File: src/rtl/song_pkg.sv
// Shared definitions for the melody-game word interface: state encoding,
// song geometry and keypad / LFSR helper functions.
package song_pkg;

  localparam int NOTE_W    = 4;
  localparam int NUM_NOTES = 8;

  localparam logic [2:0] ST_IDLE   = 3'd0;
  localparam logic [2:0] ST_RECORD = 3'd1;
  localparam logic [2:0] ST_WAIT   = 3'd2;
  localparam logic [2:0] ST_WRITE  = 3'd3;
  localparam logic [2:0] ST_START  = 3'd4;
  localparam logic [2:0] ST_DONE   = 3'd5;

  localparam logic [15:0] LFSR_SEED = 16'hACE1;

  // Keys 1..8 carry notes; 0 and 9..15 are not notes.
  function automatic logic key_valid(input logic [3:0] k);
    return (k >= 4'd1) && (k <= 4'd8);
  endfunction

  // Note index is the key code minus one.
  function automatic logic [2:0] key_to_note(input logic [3:0] k);
    logic [3:0] n;
    n = k - 4'd1;
    return n[2:0];
  endfunction

  // One step of the x^16+x^14+x^13+x^11+1 Fibonacci LFSR, shifting right.
  function automatic logic [15:0] lfsr_next(input logic [15:0] s);
    return {s[0] ^ s[2] ^ s[3] ^ s[5], s[15:1]};
  endfunction

endpackage

File: src/rtl/tick_gen.sv
// Enable-gated tick generator: one-cycle tick every TICK_CYCLES enabled
// cycles. The count restarts from zero whenever en is low.
module tick_gen #(
  parameter int TICK_CYCLES = 5000000
) (
  input  logic clk,
  input  logic reset,
  input  logic en,
  output logic tick
);

  localparam int CW = (TICK_CYCLES > 1) ? $clog2(TICK_CYCLES) : 1;
  localparam logic [CW-1:0] LAST = CW'(TICK_CYCLES - 1);

  logic [CW-1:0] cnt;

  // Free count while enabled, wrapping at TICK_CYCLES-1.
  always_ff @(posedge clk or posedge reset) begin
    if (reset)             cnt <= '0;
    else if (!en)          cnt <= '0;
    else if (cnt == LAST)  cnt <= '0;
    else                   cnt <= cnt + CW'(1);
  end

  assign tick = en && (cnt == LAST);

endmodule

File: src/rtl/song_recorder.sv
// Writer side of the melody-game word interface. Records up to eight keypad
// notes into a 32-bit song word, then strobes write_enable and game_start.
// Optional feature macro SONG_RANDOM_FILL_EN: pad unrecorded slots from an
// LFSR and accept commit at any note count; otherwise pad with the last note.
module song_recorder
  import song_pkg::*;
#(
  parameter int TICK_CYCLES = 5000000,
  parameter int DELAY_TICKS = 2,
  parameter int MIN_NOTES   = 3
) (
  input  logic        clk,
  input  logic        reset,
  input  logic [3:0]  keypad_input,
  input  logic        keypad_enable,
  input  logic        commit,
  input  logic        clear,
  output logic [31:0] data_out,
  output logic        write_enable,
  output logic        game_start,
  output logic [3:0]  piezo_out,
  output logic [3:0]  led_out,
  output logic [3:0]  note_count,
  output logic        recording
);

  localparam int TW = $clog2(DELAY_TICKS + 1) + 1;

  logic [2:0]    state_q, state_d;
  logic          kp_prev;
  logic          key_rise, take_key, commit_go, in_entry;
  logic          tick, tick_en;
  logic [TW-1:0] tick_cnt;
  logic          pad_busy;
  logic [2:0]    pad_idx;
  logic [2:0]    fill_note;
  logic          we_d, gs_d, rec_d;

  assign in_entry = (state_q == ST_IDLE) || (state_q == ST_RECORD);
  assign key_rise = keypad_enable && !kp_prev;

`ifdef SONG_RANDOM_FILL_EN
  assign commit_go = commit && !clear && in_entry;
`else
  assign commit_go = commit && !clear && (state_q == ST_RECORD) &&
                     (int'(note_count) >= MIN_NOTES);
`endif

  // A key edge loses to commit in the same cycle.
  assign take_key = key_rise && key_valid(keypad_input) && !clear &&
                    !commit_go && in_entry;

  assign tick_en = (state_q == ST_WAIT) && !clear;

  tick_gen #(.TICK_CYCLES(TICK_CYCLES)) u_tick (
    .clk   (clk),
    .reset (reset),
    .en    (tick_en),
    .tick  (tick)
  );

  // State register.
  always_ff @(posedge clk or posedge reset) begin
    if (reset) state_q <= ST_IDLE;
    else       state_q <= state_d;
  end

  // Next-state logic; clear overrides everything.
  always_comb begin
    state_d = state_q;
    if (clear) begin
      state_d = ST_IDLE;
    end else begin
      case (state_q)
        ST_IDLE: begin
          if (commit_go)     state_d = ST_WAIT;
          else if (take_key) state_d = ST_RECORD;
        end
        ST_RECORD: begin
          if (commit_go)                            state_d = ST_WAIT;
          else if (take_key && note_count == 4'd7)  state_d = ST_WAIT;
        end
        ST_WAIT: begin
          if (tick_cnt == TW'(DELAY_TICKS) && !pad_busy) state_d = ST_WRITE;
        end
        ST_WRITE: state_d = ST_START;
        ST_START: state_d = ST_DONE;
        ST_DONE:  state_d = ST_DONE;
        default:  state_d = ST_IDLE;
      endcase
    end
  end

  // Output decode from the upcoming state so the strobes leave a register.
  always_comb begin
    we_d  = (state_d == ST_WRITE);
    gs_d  = (state_d == ST_START);
    rec_d = (state_d == ST_RECORD);
  end

  // Registered strobes and status.
  always_ff @(posedge clk or posedge reset) begin
    if (reset) begin
      write_enable <= 1'b0;
      game_start   <= 1'b0;
      recording    <= 1'b0;
    end else begin
      write_enable <= we_d;
      game_start   <= gs_d;
      recording    <= rec_d;
    end
  end

`ifdef SONG_RANDOM_FILL_EN
  logic [15:0] lfsr_q;

  // LFSR steps every cycle; each padding cycle consumes one step.
  always_ff @(posedge clk or posedge reset) begin
    if (reset)      lfsr_q <= LFSR_SEED;
    else if (clear) lfsr_q <= LFSR_SEED;
    else            lfsr_q <= lfsr_next(lfsr_q);
  end

  assign fill_note = lfsr_q[2:0];
`else
  logic [2:0] last_note_q;

  // Remember the most recent note for repeat-padding.
  always_ff @(posedge clk or posedge reset) begin
    if (reset)         last_note_q <= 3'd0;
    else if (clear)    last_note_q <= 3'd0;
    else if (take_key) last_note_q <= key_to_note(keypad_input);
  end

  assign fill_note = last_note_q;
`endif

  // Song word, note count, key echo, padding loop and delay tick count.
  always_ff @(posedge clk or posedge reset) begin
    if (reset) begin
      kp_prev    <= 1'b0;
      data_out   <= '0;
      note_count <= '0;
      piezo_out  <= '0;
      tick_cnt   <= '0;
      pad_busy   <= 1'b0;
      pad_idx    <= '0;
    end else begin
      kp_prev <= keypad_enable;
      if (clear) begin
        data_out   <= '0;
        note_count <= '0;
        piezo_out  <= '0;
        tick_cnt   <= '0;
        pad_busy   <= 1'b0;
        pad_idx    <= '0;
      end else begin
        if (take_key) begin
          data_out[{note_count[2:0], 2'b00} +: NOTE_W] <= {1'b0, key_to_note(keypad_input)};
          note_count <= note_count + 4'd1;
          piezo_out  <= keypad_input;
        end else if (!keypad_enable) begin
          piezo_out  <= '0;
        end

        // Padding walks the unrecorded slots one per cycle during WAIT.
        if (commit_go) begin
          pad_busy <= 1'b1;
          pad_idx  <= note_count[2:0];
        end else if (state_q == ST_WAIT && pad_busy) begin
          data_out[{pad_idx, 2'b00} +: NOTE_W] <= {1'b0, fill_note};
          pad_idx <= pad_idx + 3'd1;
          if (pad_idx == 3'd7) pad_busy <= 1'b0;
        end

        // Saturating so a fast tick can never skip past the target.
        if (state_q != ST_WAIT)
          tick_cnt <= '0;
        else if (tick && tick_cnt != TW'(DELAY_TICKS))
          tick_cnt <= tick_cnt + TW'(1);
      end
    end
  end

  assign led_out = piezo_out;

endmodule

File: config.mk
export PLATFORM = sky130hd
export DESIGN_NAME = song_recorder
export DESIGN_NICKNAME = d
export VERILOG_FILES = /design/src/rtl/song_pkg.sv /design/src/rtl/tick_gen.sv /design/src/rtl/song_recorder.sv
export SDC_FILE = /design/constraint.sdc
export NUM_CORES = 1
export LEC_CHECK = 0
export ABC_AREA = 1
export ABC_CLOCK_PERIOD_IN_PS = 2400
export CAP_MARGIN = 30
export CORE_MARGIN = 4
export CORE_UTILIZATION = 57
export DETAILED_ROUTE_END_ITERATION = 12
export GPL_ROUTABILITY_DRIVEN = 0
export HOLD_SLACK_MARGIN = 0.03
export MAX_ROUTING_LAYER = met4
export PLACE_DENSITY = 0.92
export SLEW_MARGIN = 20
export SYNTH_ARGS = -nofsm -noshare
export SYNTH_HDL_FRONTEND = slang
export SYNTH_HIERARCHICAL = 1
export SYNTH_SLANG_ARGS = --single-unit
File: constraint.sdc
create_clock -name clk -period 2.4 [get_ports clk]
set_input_delay 0.72 -clock clk [delete_from_list [all_inputs] [get_ports clk]]
set_output_delay 0.72 -clock clk [all_outputs]
set_load 0.05 [all_outputs]
==> reports/metrics.cfg <==
[finish]
fillCellCount = 575
drive_above_1_share_pct = 14.0
antenna_cells = 0
fin_nets = 765
area_growth_pct = 22.9
fin_util_pct = 72.4
finalNonFillerCells = 849
final_design_area_no_fill_um2 = 6010

[setup_path]
reg2reg_slack_ns = 0.11
startpoint_type = flop
cp_max_fo = 3
crit_chain = clkdlybuf4s50_1
crit_type = reg2out
r2r_cells = 10
critPathMaxStageDelay_ns = 0.82
slowest_stage = clkdlybuf4s50_1
arrival_ns = 1.59
crit_buf_inv = 1
r2r_end = data_out[5]
cpLargestDelayFamily = buffers and inverters
end_kind = primary output
cp-endpoint = data_out[5]
startpoint = data_out[5]
required_ns = 1.68
r2r-start = note_count[0]
path_depth = 1

[timing]
finalSetupViolations = 0
finalHoldWorstSlack_ns = 0.502
slew_headroom_pct = 65.6
timing.fmax_ghz = 0.434
worst_slew_pin_slew_ns = 0.514
post-route-period-util_pct = 96.1
drv_slew = 0
min_period_ns = 2.31
skew_ns = 0.00544
setup_slack_ns = 0.0940
hold_viol = 0
rsz0062_at_grt = false
tns_ns = 0

[synth]
synth-seq-area-share_pct = 40.9
synth-compound-area-share_pct = 7.03
synth_top_family_by_area = simple AND/OR/NAND/NOR gates
synth_edf_count = 0
syn_avg_cell_area_um2 = 7.46
synth_area_um2 = 4890
synthAdderAreaFrac_pct = 4.35
ys_ff_latch = 80
synth_xor_area_share_pct = 2.15
syn-num-nets = 682
synthSimpleGateAreaFrac_pct = 35.5
ys_warn_count = 6
yosysUniqueCellTypes = 40
postSynthCellCount = 656
synthFlopType = dfrtp_1
synth.area.mux_share_pct = 0
synth_async_sr_flop_share_pct = 100

[die]
io_pins = 56
fp.dieW_um = 101
initial_core_util_pct = 59.0
die_area_um2 = 10100
coreArea_um2 = 8300
die_y_um = 101
rows = 33

[power_and_ir_drop]
ir_drop_uv = 291
design_power_total_mw = 2.94
p_leak_nw = 2.88
p_per_area_nw_per_um2 = 489

[clock_network]
htreeDepth = 3
numCtsBuffers = 9
clk_pin_slew_worst_paths_ns = 0.08
root_buffer = clkbuf_8
cts_sinks = 80
cts_tree = yes
insertion_delay_ns = 0.36
cts_buffer_depth = 2
postCtsHoldBufs = 0

[routing]
ant_nets = 0
vias = 4952
routedWlPerCell_um = 16.1
drt_pass1_iterations = 6
vias_per_cell = 5.83
totalWireLength_um = 13700
drc = 0
drt_iter0_drc = 492

[place]
port_buffers = 55
post-place-cells = 833
dp_hpwl_um = 9900
placed_area_um2 = 5740
preCtsSetupSlack_ns = -0.331

[global_route]
grt_remaining_overflow = 0
grt_util_all_layers_pct = 28.5
antenna_found_initial = 0
grt_max_degree = 28
grt_pass1_vias = 4973
grt_pass1_wl_um = 22500

[outcome]
outcome = completed

[hold_path]
min-delay-path-class = reg2reg

[job]
drv_cap = 0

-- cell families (layout without fill, tap and decap cells) --
| kind of cell | count (synthesis) | count (layout) |
|---|---|---|
| compound gates | 60 | 60 |
| fa+ha+maj | 17 | 17 |
| flops | 80 | 80 |
| simple gates | 367 | 367 |
| xor+xnor | 12 | 12 |
| buf+inv | 120 | 208 |
-- report_power, final --
group,switching [mW],total [mW],internal [mW]
Sequential,0.0155,1.38,1.36
Combinational,0.270,0.394,0.124
Clock,0.497,1.17,0.671
Total,0.782,2.94,2.16
-- timing repair --
item	CTS	global route
buffers inserted	0	0
resized for setup	3	10
pin swaps	0	3
endpoints found under the setup margin	4	35
-- per-layer routing --
metal  GRT usage, %  wire length [um]  vias to the layer above
met1           32.5              5040                     2273
met3           4.57              1050                      101
met4           16.2               860                        0
li1               -                 -                     2260
met5              -                 0                        -
met2           47.4              6740                      318
-- sequential cells by signal (all words and copies together), names as in the netlist --
register	count
u_tick/cnt	23
pad_busy	1
write_enable	1
state_q	3
game_start	1
data_out	32
pad_idx	3
kp_prev	1
note_count	4
led_out	4
fill_note	3
tick_cnt	3
recording	1
-- cell usage in the layout, fill, tap and decap left out, types with 5 or more instances in the layout --
master           netlist  final
buf_4                  4     28
inv_1                 92     91
a21oi_1               14     13
nor3_1                13     13
o21ai_1                5      5
clkdlybuf4s50_1        0     51
inv_2                 11     12
o21ai_0               21     21
nand2_2                5      8
nor2_1                83     83
o211ai_1               6      6
dfrtp_1               80     80
nand4_1               20     20
xor2_1                 9      9
nand2_1              144    141
ha_1                  17     16
o22ai_1                5      5
clkbuf_8               0     12
nor2_2                17     16
nand3_1               60     60
-- cell usage after synthesis (2+ instances only) --
| cell | n | share of area, % |
|---|---|---|
| nand2_1 | 144 | 11 |
| inv_1 | 92 | 7.1 |
| nor2_1 | 83 | 6.4 |
| dfrtp_1 | 80 | 41 |
| nand3_1 | 60 | 6.1 |
| o21ai_0 | 21 | 2.1 |
| nand4_1 | 20 | 2.6 |
| ha_1 | 17 | 4.3 |
| nor2_2 | 17 | 2.2 |
| a21oi_1 | 14 | 1.4 |
| nor3_1 | 13 | 1.3 |
| inv_2 | 11 | 0.84 |
| xor2_1 | 9 | 1.6 |
| o211ai_1 | 6 | 0.92 |
| clkbuf_1 | 5 | 0.38 |
| nand2_2 | 5 | 0.64 |
| o21ai_1 | 5 | 0.51 |
| o22ai_1 | 5 | 0.64 |
| a31oi_1 | 4 | 0.51 |
| buf_4 | 4 | 0.61 |
| nor3_2 | 4 | 0.82 |
| nor4_1 | 4 | 0.51 |
| buf_2 | 3 | 0.31 |
| clkinv_1 | 3 | 0.23 |
| nand2_4 | 3 | 0.69 |
| nor2_4 | 3 | 0.69 |
| or2_0 | 3 | 0.38 |
| xnor2_1 | 3 | 0.54 |
| a22oi_1 | 2 | 0.31 |
| nand3_4 | 2 | 0.72 |
| nand4_2 | 2 | 0.51 |
-- how the worst min path moves through the flow --
stage / slack [ns] / start / endpoint / cells after the start
final: 0.50 / data_out[7] / data_out[7] / 2
after global routing: 0.54 / data_out[7] / data_out[7] / 2
after CTS: 0.51 / data_out[7] / data_out[7] / 2
after detailed placement: 0.49 / data_out[7] / data_out[7] / 2
after global placement: 0.50 / led_out[0] / led_out[0] / 2
after floorplan: 0.49 / tick_cnt[2] / tick_cnt[2] / 2
-- area by class of cell --
class	instances	area [um2]	share of cell area, %
Clock buffer	12	165	2.75
Clock inverter	4	75.1	1.25
Inverter	106	398	6.62
Multi-Input combinational cell	456	2420	40.3
Sequential cell	80	2000	33.3
Tap cell	105	131	2.19
Timing Repair Buffer	86	817	13.6
No activity file was read; power rests on OpenSTA's default activity.
